## src/rtl/vga_480p_capture_if.sv

```systemverilog
// Video timing link from the 480p source into the capture block: syncs, active qualifier and pixel data.
interface vga_480p_capture_if;
    logic       hsync;
    logic       vsync;
    logic       href;
    logic [8:0] data;

    modport master (output hsync, vsync, href, data);
    modport slave  (input  hsync, vsync, href, data);
endinterface

```

## src/rtl/vga_480p_capture.sv

```systemverilog
// 480p capture: samples the timing link, checks the active window and writes pixels in raster order.
// Optional feature: define CAPTURE_CHECKSUM_EN to add a per-frame 16-bit checksum of written pixel data.
module vga_480p_capture #(
    parameter int ACT_PIXELS   = 640,
    parameter int ACT_LINES    = 480,
    parameter int HREF_TO_DATA = 1,
    parameter int TIMEOUT      = 2048
) (
    input  logic              clk27,
    input  logic              reset,
    vga_480p_capture_if.slave vid,
    output logic              wr_en,
    output logic [18:0]       wr_addr,
    output logic [8:0]        wr_data,
    output logic              frame_start,
    output logic              frame_done,
    output logic              frame_ok,
    output logic              locked,
    output logic              err_pixels,
    output logic              err_lines,
    output logic              err_overflow,
    output logic [11:0]       pix_meas,
`ifdef CAPTURE_CHECKSUM_EN
    output logic [15:0]       checksum,
`endif
    output logic [11:0]       line_meas
);
    localparam logic [18:0] LAST_INDEX = 19'(ACT_PIXELS * ACT_LINES);
    localparam logic [11:0] PIX_EXP    = 12'(ACT_PIXELS);
    localparam logic [11:0] LINE_EXP   = 12'(ACT_LINES);
    localparam logic [11:0] WD_LAST    = 12'(TIMEOUT - 1);

    typedef enum logic {SEARCH, CAPTURE} state_t;
    state_t state_q, state_d;

    function automatic logic [11:0] sat_inc(input logic [11:0] v);
        return (v == 12'hFFF) ? v : v + 12'd1;
    endfunction

    logic       hs1_q, vs1_q, href1_q, href2_q;
    logic       hs_prev_q, vs_prev_q, href_a_prev_q;
    logic [8:0] data1_q;
    logic       href_a, hs_fall, vs_fall, href_fall;

    // NOTE: sequential state uses non-blocking assignments so every register sees pre-edge values.
    always_ff @(posedge clk27 or negedge reset) begin
        if (!reset) begin
            hs1_q         <= 1'b0;
            vs1_q         <= 1'b0;
            href1_q       <= 1'b0;
            href2_q       <= 1'b0;
            data1_q       <= '0;
            hs_prev_q     <= 1'b0;
            vs_prev_q     <= 1'b0;
            href_a_prev_q <= 1'b0;
        end else begin
            hs1_q         <= vid.hsync;
            vs1_q         <= vid.vsync;
            href1_q       <= vid.href;
            data1_q       <= vid.data;
            href2_q       <= href1_q;
            hs_prev_q     <= hs1_q;
            vs_prev_q     <= vs1_q;
            href_a_prev_q <= href_a;
        end
    end

    // The href falling edge is taken on the data-aligned href so the last pixel is counted first.
    assign href_a    = (HREF_TO_DATA != 0) ? href2_q : href1_q;
    assign hs_fall   = hs_prev_q & ~hs1_q;
    assign vs_fall   = vs_prev_q & ~vs1_q;
    assign href_fall = href_a_prev_q & ~href_a;

    logic [18:0] pix_index_q, wr_addr_q;
    logic [8:0]  wr_data_q;
    logic [11:0] line_len_q, line_cnt_q, wd_q, pix_meas_q, line_meas_q;
    logic [1:0]  good_cnt_q;
    logic        wr_en_q, frame_start_q, frame_done_q, frame_ok_q;
    logic        err_pixels_q, err_lines_q, err_overflow_q;

    always_ff @(posedge clk27 or negedge reset) begin
        if (!reset) state_q <= SEARCH;
        else        state_q <= state_d;
    end

    logic do_write, do_ovf, do_count, do_line, do_close, do_start, do_timeout;

    // NOTE: every always_comb output is defaulted first so no path can infer a latch.
    always_comb begin
        do_write   = 1'b0;
        do_ovf     = 1'b0;
        do_count   = 1'b0;
        do_line    = 1'b0;
        do_close   = 1'b0;
        do_start   = 1'b0;
        do_timeout = 1'b0;
        unique case (state_q)
            SEARCH:  do_start = vs_fall;
            CAPTURE: begin
                do_timeout = (wd_q == WD_LAST) && !hs_fall && !vs_fall;
                do_close   = vs_fall;
                do_start   = vs_fall;
                if (!do_timeout) begin
                    do_line  = href_fall;
                    do_count = href_a && !vs_fall;
                    do_write = do_count && (pix_index_q != LAST_INDEX);
                    do_ovf   = do_count && (pix_index_q == LAST_INDEX);
                end
            end
        endcase
    end

    always_comb begin
        state_d = state_q;
        unique case (state_q)
            SEARCH:  if (vs_fall)    state_d = CAPTURE;
            CAPTURE: if (do_timeout) state_d = SEARCH;
        endcase
    end

    // A line ending in the closing cycle still belongs to the frame being closed.
    logic [11:0] line_cnt_close;
    logic        err_pix_close, lines_bad, close_ok;
    assign line_cnt_close = do_line ? sat_inc(line_cnt_q) : line_cnt_q;
    assign err_pix_close  = err_pixels_q | (do_line && (line_len_q != PIX_EXP));
    assign lines_bad      = (line_cnt_close != LINE_EXP);
    assign close_ok       = !(err_pix_close | err_overflow_q | lines_bad);

    always_ff @(posedge clk27 or negedge reset) begin
        if (!reset) begin
            wr_en_q        <= 1'b0;
            wr_addr_q      <= '0;
            wr_data_q      <= '0;
            pix_index_q    <= '0;
            line_len_q     <= '0;
            line_cnt_q     <= '0;
            wd_q           <= '0;
            pix_meas_q     <= '0;
            line_meas_q    <= '0;
            good_cnt_q     <= '0;
            frame_start_q  <= 1'b0;
            frame_done_q   <= 1'b0;
            frame_ok_q     <= 1'b0;
            err_pixels_q   <= 1'b0;
            err_lines_q    <= 1'b0;
            err_overflow_q <= 1'b0;
        end else begin
            wr_en_q       <= do_write;
            frame_start_q <= do_start;
            frame_done_q  <= do_close;
            if (do_write) begin
                wr_addr_q   <= pix_index_q;
                wr_data_q   <= data1_q;
                pix_index_q <= pix_index_q + 19'd1;
            end
            if (do_ovf)   err_overflow_q <= 1'b1;
            if (do_count) line_len_q <= sat_inc(line_len_q);
            if (do_line) begin
                pix_meas_q <= line_len_q;
                line_cnt_q <= sat_inc(line_cnt_q);
                line_len_q <= '0;
                if (line_len_q != PIX_EXP) err_pixels_q <= 1'b1;
            end
            if (do_close) begin
                line_meas_q <= line_cnt_close;
                frame_ok_q  <= close_ok;
                err_lines_q <= lines_bad;
                if (!close_ok)                good_cnt_q <= 2'd0;
                else if (good_cnt_q != 2'd2)  good_cnt_q <= good_cnt_q + 2'd1;
            end
            if (do_timeout) good_cnt_q <= 2'd0;
            if (do_start) begin
                pix_index_q    <= '0;
                line_cnt_q     <= '0;
                line_len_q     <= '0;
                err_pixels_q   <= 1'b0;
                err_overflow_q <= 1'b0;
            end
            if (state_q == CAPTURE && !hs_fall && !do_timeout) wd_q <= sat_inc(wd_q);
            else                                               wd_q <= '0;
        end
    end

`ifdef CAPTURE_CHECKSUM_EN
    logic [15:0] sum_q, checksum_q;
    always_ff @(posedge clk27 or negedge reset) begin
        if (!reset) begin
            sum_q      <= '0;
            checksum_q <= '0;
        end else begin
            if (do_close)      checksum_q <= sum_q;
            if (do_start)      sum_q <= '0;
            else if (do_write) sum_q <= sum_q + {7'd0, data1_q};
        end
    end
    assign checksum = checksum_q;
`endif

    assign wr_en        = wr_en_q;
    assign wr_addr      = wr_addr_q;
    assign wr_data      = wr_data_q;
    assign frame_start  = frame_start_q;
    assign frame_done   = frame_done_q;
    assign frame_ok     = frame_ok_q;
    assign locked       = (good_cnt_q == 2'd2);
    assign err_pixels   = err_pixels_q;
    assign err_lines    = err_lines_q;
    assign err_overflow = err_overflow_q;
    assign pix_meas     = pix_meas_q;
    assign line_meas    = line_meas_q;
endmodule

```

## src/flat_wrapper.sv

```systemverilog
// flat-port wrapper written by rule: the top's interface ports become plain ports
module vga_480p_capture_flat 
#(
    parameter int ACT_PIXELS   = 640,
    parameter int ACT_LINES    = 480,
    parameter int HREF_TO_DATA = 1,
    parameter int TIMEOUT      = 2048
)
  (clk27, reset, wr_en, wr_addr, wr_data, frame_start, frame_done, frame_ok, locked, err_pixels, err_lines, err_overflow, pix_meas, line_meas, vid_hsync, vid_vsync, vid_href, vid_data);
  vga_480p_capture_if vid_i ();
  input  logic clk27;
  input  logic reset;
  output logic wr_en;
  output logic [18:0] wr_addr;
  output logic [8:0] wr_data;
  output logic frame_start;
  output logic frame_done;
  output logic frame_ok;
  output logic locked;
  output logic err_pixels;
  output logic err_lines;
  output logic err_overflow;
  output logic [11:0] pix_meas;
  output logic [11:0] line_meas;
  input wire logic [$bits(vid_i.hsync)-1:0] vid_hsync;
  input wire logic [$bits(vid_i.vsync)-1:0] vid_vsync;
  input wire logic [$bits(vid_i.href)-1:0] vid_href;
  input wire logic [$bits(vid_i.data)-1:0] vid_data;
  assign vid_i.hsync = vid_hsync;
  assign vid_i.vsync = vid_vsync;
  assign vid_i.href = vid_href;
  assign vid_i.data = vid_data;
  vga_480p_capture #(.ACT_PIXELS(ACT_PIXELS), .ACT_LINES(ACT_LINES), .HREF_TO_DATA(HREF_TO_DATA), .TIMEOUT(TIMEOUT)) u_core (.clk27(clk27), .reset(reset), .vid(vid_i), .wr_en(wr_en), .wr_addr(wr_addr), .wr_data(wr_data), .frame_start(frame_start), .frame_done(frame_done), .frame_ok(frame_ok), .locked(locked), .err_pixels(err_pixels), .err_lines(err_lines), .err_overflow(err_overflow), .pix_meas(pix_meas), .line_meas(line_meas));
endmodule
```

## config.mk

```make
export PLATFORM = sky130hd
export DESIGN_NAME = vga_480p_capture_flat
export DESIGN_NICKNAME = d
export VERILOG_FILES = /design/src/rtl/vga_480p_capture_if.sv /design/src/rtl/vga_480p_capture.sv /design/src/flat_wrapper.sv
export SDC_FILE = /design/constraint.sdc
export NUM_CORES = 1
export LEC_CHECK = 0
export CORE_ASPECT_RATIO = 0.9
export CORE_MARGIN = 8
export CORE_UTILIZATION = 55
export CTS_BUF_LIST = sky130_fd_sc_hd__clkbuf_16
export CTS_CLUSTER_DIAMETER = 200
export CTS_CLUSTER_SIZE = 24
export DETAILED_ROUTE_END_ITERATION = 6
export PLACE_DENSITY = 0.86
export SLEW_MARGIN = 20
export SYNTH_ARGS = -nofsm -noshare
export SYNTH_HDL_FRONTEND = slang
export SYNTH_SLANG_ARGS = --single-unit
```

## constraint.sdc

```tcl
create_clock -name clk27 -period 3.82 [get_ports clk27]
set_clock_uncertainty 0.2 [all_clocks]
set_input_delay 0.382 -clock clk27 [delete_from_list [all_inputs] [get_ports clk27]]
set_output_delay 0.382 -clock clk27 [all_outputs]
set_load 0.02 [all_outputs]
```

## Word level (Yosys, flattened, before mapping)

Cells that the tools add are included.

| word-level totals | value |
|---|---|
| register bits | 133 |
| bits in latches | 0 |
| bits in writable memories | 0 |
| bits in read-only memories | 0 |
| output and inout port bits | 60 |
| logic and storage cells | 107 |
| memories | 0 |

| operators by class | value |
|---|---|
| add/sub/neg operators | 5 |
| $mul | 0 |
| divide/modulo/power cells | 0 |
| $lt $le $gt $ge | 0 |
| equality and inequality tests | 12 |
| shifts and indexed selects | 0 |
| muxes and demuxes | 33 |
| bitwise operators | 10 |
| reductions and logical operators | 22 |

Operator list:

| operator | number |
|---|---|
| $mux W12 | 9 |
| $mux W19 | 2 |
| $add A12 B1 Y12 const B | 3 |
| $eq A12 B12 Y1 const B | 3 |
| $add A19 B1 Y19 const B | 1 |
| $eq A19 B19 Y1 const B | 1 |
| $ne A19 B19 Y1 const B | 1 |
| $mux W1 | 17 |
| $eq A12 B11 Y1 const B | 1 |
| $ne A12 B10 Y1 const B | 1 |
| $ne A12 B9 Y1 const B | 1 |
| $reduce_bool A2 Y1 | 5 |
| $logic_and A1 B1 Y1 | 8 |
| $mux W2 | 4 |
| $reduce_and A2 Y1 | 3 |
| $reduce_bool A3 Y1 | 2 |
| $logic_not A1 Y1 | 4 |
| $ne A2 B2 Y1 const B | 2 |
| $not A1 Y1 | 4 |
| $and A1 B1 Y1 | 3 |
| $ne A3 B1 Y1 const B | 1 |
| $or A1 B1 Y1 | 3 |
| $add A2 B1 Y2 const B | 1 |
| $eq A2 B2 Y1 const B | 1 |
| $pmux W1 S2 | 1 |

## Longest topological paths before layout

Gate-level depths: netlist (run 1).

| logic depth | value |
|---|---|
| depth in word-level cells | 14 |
| mapped depth | 10 |

## Least setup slack after synthesis (run 1)

OpenSTA, ideal clock, no wires.

| timing path | value |
|---|---|
| path kind | register to register |
| start | register u_core.line_cnt_q[0] |
| end | register u_core.err_lines_q, in the netlist u_core.err_lines |
| arrival time | 2.379 ns |
| path slack | 1.116 ns |
| cell stages (with the launch flop) | 10 |
| buffers on the path | 1 |
| clock period less this slack | 2.704 ns |
| path through | dfrtp_1 -> ha_1 -> and3_1 -> nand4_1 -> o211a_1 -> buf_6 -> a211o_1 -> a2111oi_2 -> nand4_1 -> mux2_2 |

| between the ends | value |
|---|---|
| word-level cells in the longest chain between the ends | 4 |
| elaborated cells on any way between the ends | 5 |

Ends and longest elaborated chain:

| item | line | source |
|---|---|---|
| start: declaration | vga_480p_capture.sv:76 | `logic [11:0] line_len_q, line_cnt_q, wd_q, pix_meas_q, line_meas_q;` |
| start signal: assignment | vga_480p_capture.sv:160 | `line_cnt_q <= sat_inc(line_cnt_q);` |
| $add A12 B1 Y12 or $eq A12 B12 Y1 (tied branches) | vga_480p_capture.sv:37 | `return (v == 12'hFFF) ? v : v + 12'd1;` |
| $mux W12 | vga_480p_capture.sv:37 |  |
| $mux W12 (*) | vga_480p_capture.sv:124 | `assign line_cnt_close = do_line ? sat_inc(line_cnt_q) : line_cnt_q;` |
| $ne A12 B9 Y1 (*) | vga_480p_capture.sv:126 | `assign lines_bad = (line_cnt_close != LINE_EXP);` |
| end signal: assignment | vga_480p_capture.sv:167 | `err_lines_q <= lines_bad;` |
| end: declaration | vga_480p_capture.sv:79 | `logic err_pixels_q, err_lines_q, err_overflow_q;` |

Every way passes the cells marked *; elsewhere a longest branch is shown, timed or not.
A chain may end at the register's enable or synchronous reset.

## Final worst setup path (run 1)

Ends and elaborated chain as after synthesis.

==> impl_metrics.env, run 1 <==
export IMPL_startpoint_type="flop"
export IMPL_globalplace_congestion=0.894
export IMPL_portBuffers=73
export IMPL_worst_endpoint_arrival_ns=3.17
export IMPL_required_ns=3.91
export IMPL_cts_buffers=17
export IMPL_htreeDepth=4
export IMPL_grt_pass1_vias=4515
export IMPL_wirelength_um=13200
export IMPL_fp_dieH_um=114
export IMPL_synth_top_area_cell="dfrtp_1"
export IMPL_synth_distinct_cells=49
export IMPL_final_seq_area_um2=3330
export IMPL_die_w_um=125
export IMPL_synth_area_leaders="dfrtp_1 57%, mux2_2 7.9%, nor2_1 4.8%"
export IMPL_hold_path_class="reg2reg"
export IMPL_boundaryPins=74
export IMPL_maxCapViolations=0
export IMPL_post_route_util=0.712
export IMPL_initialDrtViolationCount=368
export IMPL_path_max_fanout=7
export IMPL_path_cells="ha_1 -> and3_1 -> nand4_1 -> o211ai_1 -> o31a_1 -> a2111oi_2 -> nand4_1 -> mux2_2"
export IMPL_cp_buffers_inverters=0
export IMPL_whs_ns=0.169
export IMPL_dp_hpwl_um=8900
export IMPL_syn_inst=529
export IMPL_peakVddDrop_mv=0.408
export IMPL_grt_util_met2=0.326
export IMPL_synth_seq_cells=133
export IMPL_final_cell_mix="133 x dfrtp_1, 73 x nor2_1, 72 x clkdlybuf4s50_1, 41 x mux2_2, 40 x nand2_1"
export IMPL_tightest_slew_ns=0.925
export IMPL_setup_tns_ns=0
export IMPL_cpPeakStageDelay_ns=0.45
export IMPL_grt_pass1_wl_um=22500
export IMPL_vias=4318
export IMPL_path_common_cell="nand4_1"
export IMPL_slew_headroom=0.381
export IMPL_final_setup_viol_count=0
export IMPL_layout_commonest_cell="dfrtp_1"
export IMPL_drive_gt1_frac=0.136
export IMPL_ys_warn_count=0
export IMPL_clkTransAtPathRegs_ns=0.06
export IMPL_status="finished clean"
export IMPL_rsz0062_at_grt="no"
export IMPL_grt_busiest_layer="met2"
export IMPL_cts_resized=0
export IMPL_synthArstFlopShare=1.00
export IMPL_timing_fmax_mhz=325
export IMPL_crit_type="reg2reg"
export IMPL_hold_viol_final=0
export IMPL_clkSinkCount=133
export IMPL_min_period_over_period=0.805
export IMPL_fin_crit_ns=3.07
export IMPL_cts_root_buf="clkbuf_16"
export IMPL_antenna_cells=0
export IMPL_synth_top_area_frac=0.571
export IMPL_cts_buffer_depth=2
export IMPL_drcViolationCount=0
export IMPL_overflow=0
export IMPL_first_pass_iters=5
export IMPL_critical_path_slowest_cell="dfrtp_1"
export IMPL_nets=627
export IMPL_dominantRegCellSynth="dfrtp_1"
export IMPL_rows=35
export IMPL_insertion_delay_ns=0.41
export IMPL_p_per_area_nw_per_um2=514
export IMPL_dieArea_um2=14200
export IMPL_area_growth_pct=25.7
export IMPL_synth_area_um2=5830
export IMPL_core_um2=10300
export IMPL_drtAntennaViolNets=0
export IMPL_start_util=0.567
export IMPL_grt_util_all_layers=0.192
export IMPL_grt_start_max_net_pins=84
export IMPL_p_leak_nw=3.22
export IMPL_crit_family="compound AO/OA/AOI/OAI gates"
export IMPL_wl_per_cell_um=17.6
export IMPL_avgSynthCellArea_um2=11.0
export IMPL_fill_cells=695
export IMPL_synth_edf_count=0
export IMPL_drv_slew=0
export IMPL_grtUsageMet1=0.232
export IMPL_cts_tree="built"
export IMPL_multi_input_area_um2=2370
export IMPL_end_kind="flop"
export IMPL_antenna_found_initial=0
export IMPL_synth_nets=550
export IMPL_viasPerCell=5.77
export IMPL_seq_area_frac_synth=0.571
export IMPL_use_met3=0.0538
-- cell families (layout without fill, tap and decap cells) --
group / count (synthesis) / in the layout / share of synthesized area
compound gates: 53 / 53 / 0.0568
xor+xnor: 44 / 44 / 0.0661
fa+ha+maj: 7 / 7 / 0.0150
buf+inv: 34 / 124 / 0.0242
flops: 133 / 133 / 0.571
mux: 45 / 45 / 0.0860
simple gates: 213 / 213 / 0.181
-- sequential cells by signal (all words and copies together), names as in the netlist, 2 cells and up --
register / cells
u_core.data1_q: 9
u_core.good_cnt_q: 2
u_core.line_cnt_q: 12
u_core.line_len_q: 12
u_core.line_meas: 12
u_core.pix_index_q: 19
u_core.pix_meas: 12
u_core.wd_q: 12
u_core.wr_addr: 19
u_core.wr_data: 9
-- per-layer routing --
metal	wire length, um	part of all wire
met1	5470	0.42
met2	6760	0.51
met3	728	0.055
met4	195	0.015
met5	0	0
-- worst register-to-register path: cells and delay by family, from the launching register on --
family | cells | cell delay, ns
AOI/OAI and AO/OA | 3 | 1.03
and+or+nand+nor | 3 | 0.67
DFF | 1 | 0.45
muxes | 1 | 0.33
adders and majority gates | 1 | 0.29
-- cells in the mapped netlist, types with 6 or more instances --
master and count:
dfrtp_1 133, nor2_1 74, mux2_2 41, nand2_1 40, nand3_1 24, xor2_1 23, o21ai_0 22, xnor2_1 21
nand4_1 20, clkbuf_1 16, inv_1 11, a21oi_1 10, and3_1 10, nor4_1 10, ha_1 7, nor3_1 7
and4_1 6
-- final cells by class --
cell class                 instances  share of cell area
clock buffer                      17              0.0580
inverter                          12             0.00614
sequential                       133               0.454
timing repair buffer              80               0.107
clock inverter                    15              0.0297
tap                              129              0.0220
multi-input combinational        362               0.323
-- metrics by stage --
step,power (W),setup WS [ns],cell area [um^2],cells
global placement,0.00198,0.965,6670,715
finish,0.00377,0.746,7330,748
detailed placement,0.00201,0.769,6670,715
global route,0.00391,0.574,7330,748
CTS,0.00379,0.770,7330,748
floorplan,0.00181,1.12,5830,529
-- power by group --
| part | switching, W | internal (W) | leakage [nW] |
|---|---|---|---|
| clock | 0.000658 | 0.00111 | 0.313 |
| sequential | 0.0000897 | 0.00150 | 1.77 |
| combinational | 0.000220 | 0.000185 | 1.15 |
-- worst paths after layout --
kind	cells past startpoint	to	slack, ns	startpoint
setup / recovery	8	u_core.err_lines	0.75	u_core.line_cnt_q[0]
hold / removal	0	u_core.href2_q	0.17	u_core.href1_q
setup reg to reg	8	u_core.err_lines	0.75	u_core.line_cnt_q[0]
hold reg to reg	0	u_core.href2_q	0.17	u_core.href1_q
max in group asynchronous	3	u_core.line_cnt_q[3]	2.18	reset
min in group asynchronous	2	u_core.wr_addr[2]	0.38	reset
-- what timing repair did --
action | in CTS | in global routing
buffers inserted | 0 | 0
hold buffers | 1 | 0
hold endpoints to repair | 39 | 0
(Power assumes the default switching activity.)
==> run 2: changes to the inputs <==
--- a/config.mk
+++ b/config.mk
@@ -7,12 +7,12 @@
 export LEC_CHECK = 0
 export CORE_ASPECT_RATIO = 0.9
 export CORE_MARGIN = 8
-export CORE_UTILIZATION = 55
+export CORE_UTILIZATION = 50
 export CTS_BUF_LIST = sky130_fd_sc_hd__clkbuf_16
 export CTS_CLUSTER_DIAMETER = 200
 export CTS_CLUSTER_SIZE = 24
 export DETAILED_ROUTE_END_ITERATION = 6
-export PLACE_DENSITY = 0.86
+export PLACE_DENSITY = 0.83
 export SLEW_MARGIN = 20
 export SYNTH_ARGS = -nofsm -noshare
 export SYNTH_HDL_FRONTEND = slang
==> constraint.sdc (replaced) <==
create_clock -name clk27 -period 2.6 [get_ports clk27]
set_clock_uncertainty 0.2 [all_clocks]
set_input_delay 0.26 -clock clk27 [delete_from_list [all_inputs] [get_ports clk27]]
set_output_delay 0.26 -clock clk27 [all_outputs]
set_load 0.02 [all_outputs]
==> impl_metrics.env, run 2 (synthesis results as in run 1) <==
export IMPL_status="finished with violations"
export IMPL_failed_checks="negative setup slack"
export IMPL_instances_no_fill=806
export IMPL_setup_tns_ns=-0.176
export IMPL_grt_util_all_layers=0.183
export IMPL_drive_gt1_frac=0.192
export IMPL_final_setup_viol_count=3
export IMPL_rrSetupSlack_ns=-0.11
export IMPL_first_pass_iters=5
export IMPL_fill_cells=860
export IMPL_cts_tree="built"
export IMPL_cts_buffer_depth=2
export IMPL_maxCapViolations=0
export IMPL_portBuffers=73
export IMPL_globalplace_congestion=0.894
export IMPL_peakVddDrop_mv=0.456
export IMPL_drcViolationCount=0
export IMPL_die_w_um=130
export IMPL_startpoint_type="flop"
export IMPL_core_um2=11400
export IMPL_slew_headroom=0.522
export IMPL_intPower_w=0.00376
export IMPL_grt_start_max_net_pins=55
export IMPL_rsz0062_at_grt="yes"
export IMPL_grt_pass1_vias=4565
export IMPL_antenna_found_initial=0
export IMPL_final_seq_area_um2=3330
export IMPL_pwr_share_comb=0.129
export IMPL_dpl_cell_count=767
export IMPL_end_kind="flop"
export IMPL_layout_commonest_cell="dfrtp_1"
export IMPL_insertion_delay_ns=0.42
export IMPL_swShare=0.274
export IMPL_viasPerCell=5.54
export IMPL_worst_endpoint_arrival_ns=2.82
export IMPL_hold_viol_final=0
export IMPL_min_period_over_period=1.04
export IMPL_p_leak_nw=3.33
export IMPL_wirelength_um=13300
export IMPL_clkSinkCount=133
export IMPL_nets=658
export IMPL_fin_crit_ns=2.71
export IMPL_clkTransAtPathRegs_ns=0.06
export IMPL_power_switching_w=0.00142
export IMPL_hold_path_class="in2reg"
export IMPL_grt_pass1_wl_um=22200
export IMPL_fin_ws_ns=-0.112
export IMPL_vias=4462
export IMPL_tightest_slew_ns=0.716
export IMPL_path_max_fanout=7
export IMPL_dp_hpwl_um=9210
export IMPL_final_cell_mix="133 x dfrtp_1, 73 x nor2_1, 72 x clkdlybuf4s50_1, 40 x mux2_2, 39 x nand2_1"
export IMPL_p_per_area_nw_per_um2=685
export IMPL_drv_slew=0
export IMPL_cts_buffers=17
export IMPL_htreeDepth=4
export IMPL_overflow=0
export IMPL_initialDrtViolationCount=382
export IMPL_fp_dieH_um=118
export IMPL_crit_type="reg2reg"
export IMPL_wl_per_cell_um=16.5
export IMPL_drtAntennaViolNets=0
export IMPL_multi_input_area_um2=2420
export IMPL_boundaryPins=74
export IMPL_timing_fmax_mhz=369
export IMPL_p_seq_frac=0.447
export IMPL_start_util=0.512
export IMPL_required_ns=2.70
export IMPL_p_clk_frac=0.424
export IMPL_antenna_cells=0
export IMPL_whs_ns=0.0727
export IMPL_dieArea_um2=15400
export IMPL_cts_root_buf="clkbuf_16"
export IMPL_area_growth_pct=29.8
export IMPL_rows=37
-- run 2: cell type report --
class,count,share of cell area
timing repair buffer,111,0.136
sequential,133,0.440
clock buffer,17,0.0562
clock inverter,15,0.0162
tap,156,0.0258
inverter,12,0.00595
multi-input combinational,362,0.320
-- run 2: power groups by stage --
stage	logic (W)	clock network, W	registers (W)
after CTS	0.000676	0.00224	0.00231
after floorplan	0.000255	0	0.00242
after global placement	0.000617	0	0.00234
after detailed placement	0.000648	0	0.00235
after global routing	0.000733	0.00233	0.00233
final	0.000670	0.00220	0.00232
-- run 2: path summary, 6_finish.rpt --
kind	start	to	depth (start not counted)
worst min register to register	u_core.href1_q	u_core.href2_q	0
worst min-delay path	vid_data[7]	u_core.data1_q[7]	1
max in group asynchronous	reset	u_core.wr_data[6]	3
min in group asynchronous	reset	u_core.wd_q[10]	2
worst max-delay path	u_core.line_cnt_q[2]	u_core.err_lines	7
worst max register to register	u_core.line_cnt_q[2]	u_core.err_lines	7
-- run 2: repair_timing --
action / CTS / global route
setup endpoints to repair: 2 / 24
gates resized for setup: 4 / 7
endpoints found under the hold margin: 50 / 0
hold buffers: 1 / 0
buffers inserted: 2 / 4
pin swaps: 4 / 4
-- run 2: through the flow --
stage          power (W)  setup slack [ns]  area (um^2)   util
4_1_cts          0.00522            0.0132         7520  0.661
3_3_place_gp     0.00296            0.0885         6920  0.608
3_5_place_dp     0.00300           0.00700         6920  0.608
5_1_grt          0.00539            -0.180         7570  0.665
2_1_floorplan    0.00267           0.00257         5850      -
6_report         0.00518            -0.112         7570  0.665
-- run 2: metal layers --
layer,global-route usage,wire length (um),share of wire
met5,0,0,0
met4,0.0979,446,0.033
met3,0.0544,742,0.056
met2,0.294,6630,0.50
met1,0.216,5510,0.41
-- run 2: critical path, cell delays in order, from the launching register on --
cell	delay (ns)
dfrtp_1	0.49
and3_4	0.26
nand4_1	0.22
o211a_4	0.24
a211o_1	0.34
a2111oi_4	0.30
nand4_1	0.21
mux2_4	0.31
